[config.mk]
export PLATFORM = sky130hd
export DESIGN_NAME = cdb_scheduler
export DESIGN_NICKNAME = d
export VERILOG_FILES = /design/src/rtl/cdb_pkg.sv /design/src/rtl/cdb_slot_pipe.sv /design/src/rtl/cdb_scheduler.sv
export SDC_FILE = /design/constraint.sdc
export NUM_CORES = 1
export LEC_CHECK = 0
export BUFFER_PORTS_ARGS = -buffer_cell sky130_fd_sc_hd__buf_4
export CORE_ASPECT_RATIO = 1.75
export CORE_UTILIZATION = 52
export CTS_CLUSTER_DIAMETER = 30
export DETAILED_ROUTE_END_ITERATION = 6
export PLACE_DENSITY = 0.77
export SLEW_MARGIN = 15
export SYNTH_ARGS = -nofsm -noshare
export SYNTH_HDL_FRONTEND = slang
export SYNTH_SLANG_ARGS = --single-unit
export TNS_END_PERCENT = 20
[constraint.sdc]
create_clock -name clk -period 1.95 [get_ports clk]
set_clock_uncertainty 0.2 [all_clocks]
set_input_delay 0.195 -clock clk [delete_from_list [all_inputs] [get_ports clk]]
set_output_delay 0.195 -clock clk [all_outputs]
set_load 0.1 [all_outputs]
[src/rtl/cdb_pkg.sv]
// Shared definitions for the CDB scheduler: source-select encoding, slot
// control struct and the default tag width.
package cdb_pkg;

   localparam int CDB_TAG_W = 6;

   localparam logic [1:0] CDB_INT  = 2'b00;
   localparam logic [1:0] CDB_LD   = 2'b01;
   localparam logic [1:0] CDB_MULT = 2'b10;
   localparam logic [1:0] CDB_DIV  = 2'b11;

   // Control half of a slot entry; the tag is kept in a parallel array so its
   // width can follow the TAG_W parameter of the instantiating module.
   typedef struct packed {
      logic       valid;
      logic [1:0] sel;
   } slot_ctrl_t;

endpackage

[src/rtl/cdb_slot_pipe.sv]
// Reservation pipeline indexed by future CDB cycle. Entry i holds the result
// that will be on the CDB i cycles after the current one. Grants are merged
// into a combinational view, the head of that view is handed to the CDB
// register, and the rest of the view shifts down one entry per clock.
module cdb_slot_pipe
   import cdb_pkg::*;
#(
   parameter int TAG_W    = CDB_TAG_W,
   parameter int MULT_LAT = 4,
   parameter int DIV_LAT  = 7
) (
   input  logic             clk,
   input  logic             reset,
   input  logic             near_ins,
   input  logic [1:0]       near_sel,
   input  logic [TAG_W-1:0] near_tag,
   input  logic             mult_ins,
   input  logic [TAG_W-1:0] mult_tag,
   input  logic             div_ins,
   input  logic [TAG_W-1:0] div_tag,
   output logic             near_busy,
   output logic             mult_busy,
   output logic             head_valid,
   output logic [1:0]       head_sel,
   output logic [TAG_W-1:0] head_tag
);

   slot_ctrl_t       ctrl_q [1:DIV_LAT];
   logic [TAG_W-1:0] tag_q  [1:DIV_LAT];
   slot_ctrl_t       ctrl_v [1:DIV_LAT];
   logic [TAG_W-1:0] tag_v  [1:DIV_LAT];

   // Merge this cycle's grants into the current slot contents.
   always_comb begin
      for (int i = 1; i <= DIV_LAT; i++) begin
         ctrl_v[i] = ctrl_q[i];
         tag_v[i]  = tag_q[i];
      end
      if (near_ins) begin
         ctrl_v[1] = '{valid: 1'b1, sel: near_sel};
         tag_v[1]  = near_tag;
      end
      if (mult_ins) begin
         ctrl_v[MULT_LAT] = '{valid: 1'b1, sel: CDB_MULT};
         tag_v[MULT_LAT]  = mult_tag;
      end
      if (div_ins) begin
         ctrl_v[DIV_LAT] = '{valid: 1'b1, sel: CDB_DIV};
         tag_v[DIV_LAT]  = div_tag;
      end
   end

   // Advance one CDB cycle; entry 1 of the view leaves through the head port.
   always_ff @(posedge clk or posedge reset) begin
      if (reset) begin
         for (int i = 1; i <= DIV_LAT; i++) begin
            ctrl_q[i] <= '0;
            tag_q[i]  <= '0;
         end
      end else begin
         for (int i = 1; i < DIV_LAT; i++) begin
            ctrl_q[i] <= ctrl_v[i+1];
            tag_q[i]  <= tag_v[i+1];
         end
         ctrl_q[DIV_LAT] <= '0;
         tag_q[DIV_LAT]  <= '0;
      end
   end

   // Occupancy of the slots each unit class would land in if granted now.
   always_comb begin
      near_busy  = ctrl_q[1].valid;
      mult_busy  = ctrl_q[MULT_LAT].valid;
      head_valid = ctrl_v[1].valid;
      head_sel   = ctrl_v[1].sel;
      head_tag   = tag_v[1];
   end

endmodule

[src/rtl/cdb_scheduler.sv]
// CDB arbiter for the int, load, mult and div units. A unit is granted only
// when its fixed latency lands on a free CDB cycle; the registered CDB
// valid/tag/sel drive the writeback mux in the issue stage.
module cdb_scheduler
   import cdb_pkg::*;
#(
   parameter int TAG_W    = CDB_TAG_W,
   parameter int MULT_LAT = 4,
   parameter int DIV_LAT  = 7
) (
   input  logic             clk,
   input  logic             reset,
   input  logic             req_int,
   input  logic             req_ld,
   input  logic             req_mult,
   input  logic             req_div,
   input  logic [TAG_W-1:0] tag_int,
   input  logic [TAG_W-1:0] tag_ld,
   input  logic [TAG_W-1:0] tag_mult,
   input  logic [TAG_W-1:0] tag_div,
   output logic             grant_int,
   output logic             grant_ld,
   output logic             grant_mult,
   output logic             grant_div,
   output logic             div_busy,
   output logic             cdb_valid,
   output logic [TAG_W-1:0] cdb_tag,
   output logic [1:0]       cdb_sel
);

   localparam int CNT_W = $clog2(DIV_LAT);

   logic             lru_q, lru_d;  // 0: int is least recently used
   logic [CNT_W-1:0] div_cnt_q, div_cnt_d;
   logic             near_busy, mult_busy;
   logic             near_free, contested;
   logic             near_ins;
   logic [1:0]       near_sel;
   logic [TAG_W-1:0] near_tag;
   logic             head_valid;
   logic [1:0]       head_sel;
   logic [TAG_W-1:0] head_tag;

   cdb_slot_pipe #(
      .TAG_W    (TAG_W),
      .MULT_LAT (MULT_LAT),
      .DIV_LAT  (DIV_LAT)
   ) u_slot_pipe (
      .clk        (clk),
      .reset      (reset),
      .near_ins   (near_ins),
      .near_sel   (near_sel),
      .near_tag   (near_tag),
      .mult_ins   (grant_mult),
      .mult_tag   (tag_mult),
      .div_ins    (grant_div),
      .div_tag    (tag_div),
      .near_busy  (near_busy),
      .mult_busy  (mult_busy),
      .head_valid (head_valid),
      .head_sel   (head_sel),
      .head_tag   (head_tag)
   );

   // Grant decision from requests and registered slot state only; held low
   // during reset so nothing issues while the pipeline is being cleared.
   always_comb begin
      div_busy   = |div_cnt_q;
      grant_div  = ~reset & req_div & ~div_busy;
      grant_mult = ~reset & req_mult & ~mult_busy;
      near_free  = ~reset & ~near_busy;
      contested  = near_free & req_int & req_ld;
      grant_int  = near_free & req_int & (~req_ld | ~lru_q);
      grant_ld   = near_free & req_ld & (~req_int | lru_q);
      near_ins   = grant_int | grant_ld;
      near_sel   = grant_ld ? CDB_LD : CDB_INT;
      near_tag   = grant_ld ? tag_ld : tag_int;
   end

   // LRU moves to the loser only when int and ld actually competed.
   always_comb begin
      lru_d = lru_q;
      if (contested) begin
         lru_d = grant_int;
      end
   end

   // Divider occupancy: busy until the cycle its result reaches the CDB.
   always_comb begin
      div_cnt_d = div_cnt_q;
      if (grant_div) begin
         div_cnt_d = CNT_W'(DIV_LAT - 1);
      end else if (div_busy) begin
         div_cnt_d = div_cnt_q - CNT_W'(1);
      end
   end

   // Scheduler state and registered CDB outputs.
   always_ff @(posedge clk or posedge reset) begin
      if (reset) begin
         lru_q     <= 1'b0;
         div_cnt_q <= '0;
         cdb_valid <= 1'b0;
         cdb_tag   <= '0;
         cdb_sel   <= CDB_INT;
      end else begin
         lru_q     <= lru_d;
         div_cnt_q <= div_cnt_d;
         cdb_valid <= head_valid;
         cdb_tag   <= head_tag;
         cdb_sel   <= head_sel;
      end
   end

endmodule
==> results.json, run 1 <==
{
  "status": "complete, no violations",
  "finalHoldViolCount": 0,
  "cp_cell_sequence": "nor2_4, and3_4, buf_6",
  "pin_count": 44,
  "die_h_um": 83.80,
  "cts-htree-levels": 3,
  "dp.cells": 215,
  "synth_edf_count": 0,
  "sequentialPowerShare_pct": 42.0,
  "grt_max_degree": 59,
  "root_buffer": "clkbuf_8",
  "die-area_um2": 4084,
  "fin_nets": 244,
  "syn-cell-area_um2": 1988,
  "clock_power_share_pct": 32.1,
  "crit_slowest_cell": "dfrtp_1",
  "p_int_uw": 2306,
  "final.period_utilization_pct": 96.09,
  "ys_types": 27,
  "wl_per_cell_um": 14.02,
  "crit_cells": 3,
  "drive_above_1_share_pct": 36.41,
  "drt_wl_total_mm": 3.686,
  "cts-buffers-inserted": 9,
  "async_flop_share_pct": 100.0,
  "dr.pass1.iters": 5,
  "end_kind": "primary output",
  "grtUsageTotal_pct": 20.86,
  "area_delta_synth_final_pct": 46.13,
  "final_common_cell": "dfrtp_1",
  "crit_family": "simple AND/OR/NAND/NOR gates",
  "rsz0062_at_grt": "no",
  "grt_pass1_wl_mm": 6.244,
  "layout_common_cells": "58 x dfrtp_1, 47 x buf_4, 27 x dlygate4sd3_1",
  "final_cells": 263,
  "worstSetupPathType": "reg2out",
  "core_um2": 3628,
  "arrival_ns": 1.48,
  "rr_startpoint": "div_cnt_q[1]",
  "drc": 0,
  "place.gp.congestion": 0.7646,
  "clock_sinks": 58,
  "placed_area_um2": 2374,
  "antenna_found_initial": 0,
  "hold_path_class": "in2reg",
  "clockBufferDepth": 2,
  "antenna_left": 0,
  "utilization_pct": 80.07,
  "clk_pin_slew_ns": 0.06,
  "reg2reg_depth": 7,
  "fillers": 207,
  "syn-num-nets": 161,
  "drv_cap": 0,
  "tns_ns": 0,
  "vias": 1290,
  "p_sw_uw": 1034,
  "ys.flop_type": "dfrtp_1",
  "timing.rr.end": "u_slot_pipe.tag_q[11]",
  "yosys_register_bits": 58,
  "cts_tree": "built",
  "period_minus_slack_ns": 1.874,
  "netSwitchingFraction_pct": 30.97,
  "cp-start-kind": "flip-flop",
  "overflow": 0,
  "critPathMaxStageDelay_ns": 0.42,
  "synth_warnings": 0,
  "p_per_area_nw_per_um2": 1150,
  "rows": 29,
  "p_comb_share_pct": 25.9,
  "vdd_drop_max_v": 0.001134,
  "routed_via_density": 4.905,
  "synthCells": 129,
  "startpoint": "u_slot_pipe.ctrl_q[19]",
  "setup_violations": 0,
  "crit_end": "grant_ld",
  "diodes": 0,
  "portBuffers": 43,
  "fmax_mhz": 533.7,
  "worst_slew_pin_slew_ns": 0.6802,
  "die_x_um": 48.74,
  "report.final.slew_viol_count": 0,
  "stdcell_area_um2": 2905,
  "path_buf_inv": 1,
  "start_util_pct": 54.79,
  "yosysSeqAreaShare_pct": 73.00,
  "maxSlewHeadroom_pct": 54.65,
  "rrSetupSlack_ns": 0.42,
  "drtIter0Drc": 9,
  "grt_pass1_vias": 1447,
  "syn-mean-instance-area_um2": 15.41,
  "p_leak_uw": 0.001469,
  "dpl.hpwl_mm": 2.182,
  "worstPathRequired_ns": 1.55,
  "crit_fanout": 8,
  "clock_latency_ns": 0.32
}
[cells by family after synthesis]
family          Yosys count  synth area share [%]
xor+xnor                  1                0.4406
simple gates             30                 10.13
compound gates           17                 8.181
buf+inv                  14                 3.084
flops                    58                 73.00
mux                       7                 3.902
fa+ha+maj                 2                 1.258
[timing repair]
action	in CTS	in global routing
endpoints found under the setup margin	2	2
pin swaps	0	2
gates resized for setup	2	4
hold buffers	27	0
hold endpoints to repair	78	0
buffers inserted	0	5
cloned	0	0
[synth_stat cells, types with 2 or more instances]
| cell | number | area share [%] |
|---|---|---|
| and2_1 | 6 | 1.9 |
| nand2b_1 | 6 | 1.9 |
| dfrtp_1 | 58 | 73 |
| nand4_1 | 6 | 1.9 |
| nor2_4 | 2 | 1.1 |
| clkbuf_1 | 2 | 0.38 |
| ha_1 | 2 | 1.3 |
| nor2_1 | 3 | 0.57 |
| inv_1 | 10 | 1.9 |
| o21ai_0 | 6 | 1.5 |
| o311ai_2 | 6 | 4.9 |
| a21oi_1 | 2 | 0.50 |
| mux2_1 | 6 | 3.4 |
[sequential cells by signal, summed over array words and instances (netlist names)]
name and cells:
cdb_valid 1, u_slot_pipe.ctrl_q 9, cdb_sel 2, div_cnt_q 3, u_slot_pipe.tag_q 36, lru_q 1
cdb_tag 6
[tightest hold or removal path: cells and delay by family]
| kind | cells | cell delay, ns |
|---|---|---|
| and+or+nand+nor | 1 | 0.17 |
| buffers and inverters | 1 | 0.12 |
| xor gates and xnor gates | 1 | 0.07 |
[power by group through the flow]
stage	sequential [uW]	clock [uW]	combinational, uW
CTS	1400	1100	817
global route	1420	1160	924
finish	1400	1070	864
floorplan	1630	0	385
detailed placement	1420	0	770
global placement	1420	0	749
[final cells by class]
cell class / instances / area [um^2] / area share (%)
inverter: 10 / 41.29 / 1.421
tap: 46 / 57.56 / 1.981
sequential: 58 / 1451 / 49.96
multi-input combinational: 57 / 503.0 / 17.31
clock inverter: 2 / 35.03 / 1.206
timing repair buffer: 76 / 654.4 / 22.52
clock buffer: 14 / 162.7 / 5.599
[through the flow]
stage | worst slack [ns] | power [uW] | hold WS (ns)
floorplan | 0.005449 | 2010 | 0.09247
global placement | 0.3490 | 2166 | 0.1340
detailed placement | 0.3134 | 2193 | 0.1347
CTS | 0.008706 | 3321 | 0.03973
global route | 0.002927 | 3497 | 0.07819
finish | 0.07629 | 3340 | 0.07315
[metal layers]
metal	track usage, %	part of all wire (%)	wire [um]
met4	11.76	2.8	103
met2	35.86	55	2012
met3	6.193	4.9	182
met5	0	0	0
met1	22.24	38	1387
[how the worst min path moves through the flow]
stage                                start                endpoint  slack (ns)  depth (start not counted)
floorplan                            reset              cdb_sel[0]        0.09                          1
detailed placement   u_slot_pipe.tag_q[14]   u_slot_pipe.tag_q[20]        0.13                          0
global placement    u_slot_pipe.ctrl_q[15]  u_slot_pipe.ctrl_q[18]        0.13                          0
global route                       req_int                   lru_q        0.08                          3
finish                             req_int                   lru_q        0.07                          3
CTS                                 req_ld              cdb_tag[3]        0.04                          3
(Power assumes the default switching activity.)
==> run 2: changes to the inputs <==
--- a/constraint.sdc
+++ b/constraint.sdc
@@ -3,3 +3,3 @@
 set_input_delay 0.195 -clock clk [delete_from_list [all_inputs] [get_ports clk]]
 set_output_delay 0.195 -clock clk [all_outputs]
-set_load 0.1 [all_outputs]
+set_load 0.02 [all_outputs]
==> run 2 against run 1 <==
Against the previous run: worst setup slack gained 0.047 ns; register-to-register slack gained 0.05 ns; core utilization shrank 2.1 points; via count shrank 2.3%; clock power shrank 5%; combinational power shrank 38%; sequential power is essentially flat; cell area shrank 2.7%; worst hold slack lost 0.058 ns; non-clock buffer count shrank 4; critical endpoint unchanged; largest power group unchanged.
==> results.json, run 2 (synthesis results as in run 1) <==
{
  "final.period_utilization_pct": 93.70,
  "antenna_left": 0,
  "tns_ns": 0,
  "drt_wl_total_mm": 3.667,
  "antenna_found_initial": 0,
  "clock_latency_ns": 0.32,
  "pre_cts_slack_ns": 0.3831,
  "hold_ws_ns": 0.01554,
  "arrival_ns": 1.43,
  "fmax_mhz": 547.3,
  "layout_common_cells": "58 x dfrtp_1, 46 x buf_4, 26 x dlygate4sd3_1",
  "die_h_um": 83.80,
  "path_buf_inv": 1,
  "drc": 0,
  "multi_input_comb_area_um2": 485.5,
  "cts-htree-levels": 3,
  "reg.largest.list": "u_slot_pipe.tag_q: 36 flops, u_slot_pipe.ctrl_q: 9 flops, cdb_tag: 6 flops",
  "clk_pin_slew_ns": 0.06,
  "drive_above_1_share_pct": 35.21,
  "final_common_cell": "dfrtp_1",
  "critPathMaxStageDelay_ns": 0.42,
  "fin_ws_ns": 0.1228,
  "clockBufferDepth": 2,
  "rows": 29,
  "drtIter0Drc": 11,
  "vias": 1260,
  "dr.pass1.iters": 3,
  "drv_cap": 0,
  "regMostFlops": "u_slot_pipe.tag_q",
  "start_util_pct": 54.79,
  "status": "complete, no violations",
  "clock_sinks": 58,
  "crit_fanout": 10,
  "p_per_area_nw_per_um2": 1046,
  "report.final.slew_viol_count": 0,
  "die-area_um2": 4084,
  "core_um2": 3628,
  "cts_tree": "built",
  "post-cts-setup-buffer-count": 0,
  "p_leak_uw": 0.001435,
  "diodes": 0,
  "maxSlewHeadroom_pct": 69.46,
  "grt_pass1_vias": 1435,
  "worstSetupPathType": "reg2out",
  "dpl.hpwl_mm": 2.433,
  "period_minus_slack_ns": 1.827,
  "wl_per_cell_um": 14.16,
  "vdd_drop_max_v": 0.0007731,
  "final_cells": 259,
  "grtUsageTotal_pct": 21.94,
  "register_area_um2": 1451,
  "largest_register_ffs": 36,
  "stdcell_area_um2": 2828,
  "end_kind": "primary output",
  "cp_cell_sequence": "nor2_4, and3_4, buf_4",
  "finalHoldViolCount": 0,
  "cp-start-kind": "flip-flop",
  "pin_count": 44,
  "portBuffers": 43,
  "fin_nets": 240,
  "dp.cells": 217,
  "root_buffer": "clkbuf_8",
  "die_x_um": 48.74,
  "area_delta_synth_final_pct": 42.23,
  "worst_slew_pin_slew_ns": 0.4581,
  "worstPathRequired_ns": 1.55,
  "crit_family": "simple AND/OR/NAND/NOR gates",
  "grt_pass1_wl_mm": 6.313,
  "placed_area_um2": 2371,
  "rsz0062_at_grt": "no",
  "fillers": 239,
  "cts-buffers-inserted": 9,
  "setup_violations": 0,
  "hold_path_class": "in2reg",
  "crit_slowest_cell": "dfrtp_1",
  "routed_via_density": 4.865,
  "place.gp.congestion": 0.8504,
  "grt_max_degree": 36,
  "overflow": 0
}
run 2: cell count changes in the layout (fill, tap and decap cells not counted), sizes merged:
cell,delta
buf,-3
clkinvlp,+2
clkinv,+1
dlygate4sd3,-1
clkbuf,-3
run 2: timing repair:
item | 4_1_cts | 5_1_grt
endpoints found under the setup margin | 0 | 1
hold buffers | 26 | 0
hold endpoints to repair | 77 | 0
gates resized for setup | 0 | 2
run 2: worst paths after layout:
kind | from | endpoint | slack, ns | depth (start not counted)
worst max-delay path | u_slot_pipe.ctrl_q[19] | grant_ld | 0.12 | 3
max in group asynchronous | reset | u_slot_pipe.tag_q[36] | 0.81 | 4
worst min-delay path | req_div | div_cnt_q[2] | 0.02 | 3
worst min register to register | u_slot_pipe.ctrl_q[15] | u_slot_pipe.ctrl_q[18] | 0.15 | 0
min in group asynchronous | reset | cdb_sel[1] | 0.39 | 4
worst max register to register | div_cnt_q[0] | u_slot_pipe.tag_q[6] | 0.47 | 6
run 2: per-layer routing:
layer  wire [um]  vias up  global-route usage, %
li1            -      593                      -
met1        1239      611                  20.67
met2        2169       46                  39.90
met3         167       10                  7.650
met4          90        0                  11.76
met5           0        -                      0
run 2: power breakdown:
part / leakage (uW) / internal (uW) / total (uW) / switching [uW]
Sequential: 0.000775 / 1340 / 1400 / 60.8
Combinational: 0.000570 / 266 / 536 / 270
Clock: 0.0000893 / 585 / 1020 / 432
Total: 0.00143 / 2190 / 2960 / 763
run 2: worst register-to-register path, stage by stage (launching register included):
cell	delay [ns]
dfrtp_1	0.40
inv_1	0.09
ha_1	0.24
nand2b_4	0.09
nor2_2	0.12
buf_4	0.15
and2_1	0.13
run 2: per-stage QoR:
stage	utilization, %	power [uW]
after CTS	77.66	2972
final	77.93	2958
after detailed placement	65.34	1905
after global placement	65.34	1863
after floorplan	-	1712
after global routing	77.93	3104
run 2: cell type report:
cell class,instances,share of cell area [%]
repair buffers,72,21.42
inverters,10,1.460
clock buffers,11,4.646
clock inverters,5,1.947
flip-flops and latches,58,51.33
well taps,46,2.035
multi-input cells,57,17.17
==> run 3: changes to the inputs <==
CTS_BUF_LIST = sky130_fd_sc_hd__clkbuf_16   (was unset)
==> run 3 against run 2 <==
Against the previous run: sequential power barely moved; register-to-register slack got worse by 0.04 ns; cell area rose by 3.2%; core utilization is 2.5 points higher; combinational power about the same; global-route usage up 0.99 points; non-clock buffer count down 1; flip-flop and latch count did not move; critical endpoint is now grant_div; largest cell class unchanged.
==> results.json, run 3 (synthesis results as in run 1) <==
{
  "status": "complete, no violations",
  "place.gp.congestion": 0.8504,
  "cts-buffers-inserted": 9,
  "crit_fanout": 4,
  "crit_cells": 5,
  "critPathMaxStageDelay_ns": 0.40,
  "p_comb_share_pct": 15.7,
  "p_leak_uw": 0.001485,
  "antenna_left": 0,
  "drive_above_1_share_pct": 35.38,
  "final.period_utilization_pct": 94.78,
  "utilization_pct": 80.45,
  "die_h_um": 83.80,
  "crit_family": "flip-flops",
  "grt_max_degree": 36,
  "grt_pass1_wl_mm": 6.596,
  "layout_common_cells": "58 x dfrtp_1, 46 x buf_4, 25 x dlygate4sd3_1",
  "top_usage_layer": "met2",
  "final_common_cell": "dfrtp_1",
  "die_x_um": 48.74,
  "p_sw_uw": 831.0,
  "cts_tree": "built",
  "p_per_area_nw_per_um2": 1169,
  "cp_cell_sequence": "inv_1, ha_1, nand2b_4, nor2_2, buf_4",
  "largest_register_ffs": 36,
  "clock_latency_ns": 0.32,
  "clk_pin_slew_ns": 0.05,
  "cp-start-kind": "flip-flop",
  "drc": 0,
  "regMostFlops": "u_slot_pipe.tag_q",
  "grtUsageMet1_pct": 22.14,
  "grt_use_met3_pct": 7.832,
  "routed_via_density": 4.876,
  "stdcell_area_um2": 2919,
  "worstPathRequired_ns": 1.55,
  "arrival_ns": 1.45,
  "reg2reg_depth": 6,
  "sequentialPowerShare_pct": 41.3,
  "netSwitchingFraction_pct": 24.36,
  "setup_violations": 0,
  "maxSlewHeadroom_pct": 69.01,
  "drv_cap": 0,
  "drt_wl_total_mm": 3.855,
  "p_int_uw": 2581,
  "clock_sinks": 58,
  "finalHoldViolCount": 0,
  "finalPower_uw": 3412,
  "fin_nets": 239,
  "hold_depth": 3,
  "placed_area_um2": 2371,
  "grtUsageTotal_pct": 22.93,
  "clock_power_share_pct": 42.9,
  "start_util_pct": 54.79,
  "fmax_mhz": 541.0,
  "die-area_um2": 4084,
  "cts-htree-levels": 3,
  "period_minus_slack_ns": 1.848,
  "path_buf_inv": 2,
  "report.final.slew_viol_count": 0,
  "hold_path_class": "in2reg",
  "area_delta_synth_final_pct": 46.82,
  "end_kind": "primary output",
  "grt_pass1_vias": 1436,
  "grt_util_met2_pct": 41.29,
  "pin_count": 44,
  "drtIter0Drc": 17,
  "worstSetupPathType": "reg2out",
  "core_um2": 3628,
  "clockBufferDepth": 2,
  "rows": 29,
  "dr.pass1.iters": 4,
  "vdd_drop_max_v": 0.001123,
  "overflow": 0,
  "rsz0062_at_grt": "no",
  "tns_ns": 0,
  "wl_per_cell_um": 14.94,
  "diodes": 0,
  "crit_slowest_cell": "dfrtp_1",
  "vias": 1258,
  "dpl.hpwl_mm": 2.433,
  "root_buffer": "clkbuf_16",
  "antenna_found_initial": 0,
  "portBuffers": 43,
  "worst_slew_pin_slew_ns": 0.4647,
  "reg.largest.list": "u_slot_pipe.tag_q: 36 flops, u_slot_pipe.ctrl_q: 9 flops, cdb_tag: 6 flops"
}
## run 3: changes by cell type in the layout (fill, tap and decap cells not counted)
cell / change
inv_1: +2
dlygate4sd3_1: -1
clkbuf_8: -9
clkbuf_16: +9
clkbuf_1: -2
## run 3: power by group through the flow
stage | Clock [uW] | Sequential (uW) | Combinational, uW
after floorplan | 0 | 1450 | 266
after global placement | 0 | 1420 | 447
after detailed placement | 0 | 1430 | 477
after CTS | 1500 | 1410 | 518
after global routing | 1560 | 1420 | 585
final | 1460 | 1410 | 537
## run 3: worst register-to-register path, cell delays in order (launching register included)
cell      delay [ns]
dfrtp_1         0.40
inv_1           0.10
ha_1            0.24
nand2b_4        0.09
nor2_2          0.14
buf_4           0.16
and2_1          0.13
## run 3: worst paths after layout
check                                 startpoint               endpoint  slack, ns
setup / recovery                    div_cnt_q[0]              grant_div       0.10
max in group asynchronous                  reset  u_slot_pipe.tag_q[36]       0.80
setup reg to reg                    div_cnt_q[0]  u_slot_pipe.tag_q[11]       0.43
min in group asynchronous                  reset  u_slot_pipe.ctrl_q[9]       0.39
hold / removal                        tag_int[1]             cdb_tag[1]      0.006
hold reg to reg            u_slot_pipe.tag_q[12]  u_slot_pipe.tag_q[18]       0.15
## run 3: per-layer routing
metal	routed length [um]	vias to the layer above
li1	-	590
met1	1311	614
met2	2289	47
met3	165	7
met4	89	0
met5	0	-
## run 3: repair_timing
action	4_1_cts	5_1_grt
setup buffers	0	0
gates resized for setup	0	2
endpoints found under the setup margin	0	1
hold endpoints to repair	77	0
hold buffers	25	0
## run 3: through the flow
step           hold slack (ns)  instances  setup WS [ns]
2_1_floorplan          0.09247        129         0.1612
3_3_place_gp            0.1232        217         0.4623
3_5_place_dp            0.1336        217         0.3831
4_1_cts               0.002381        258        0.02944
5_1_grt                0.02305        258        0.02550
6_report              0.005678        258         0.1017
## run 3: final cells by class
class | count | area (um^2)
Timing Repair Buffer | 71 | 595.6
Sequential cell | 58 | 1451
Multi-Input combinational cell | 57 | 485.5
Clock inverter | 7 | 62.56
Tap cell | 46 | 57.56
Clock buffer | 9 | 225.2
Fill cell | 217 | 709.4
Inverter | 10 | 41.29
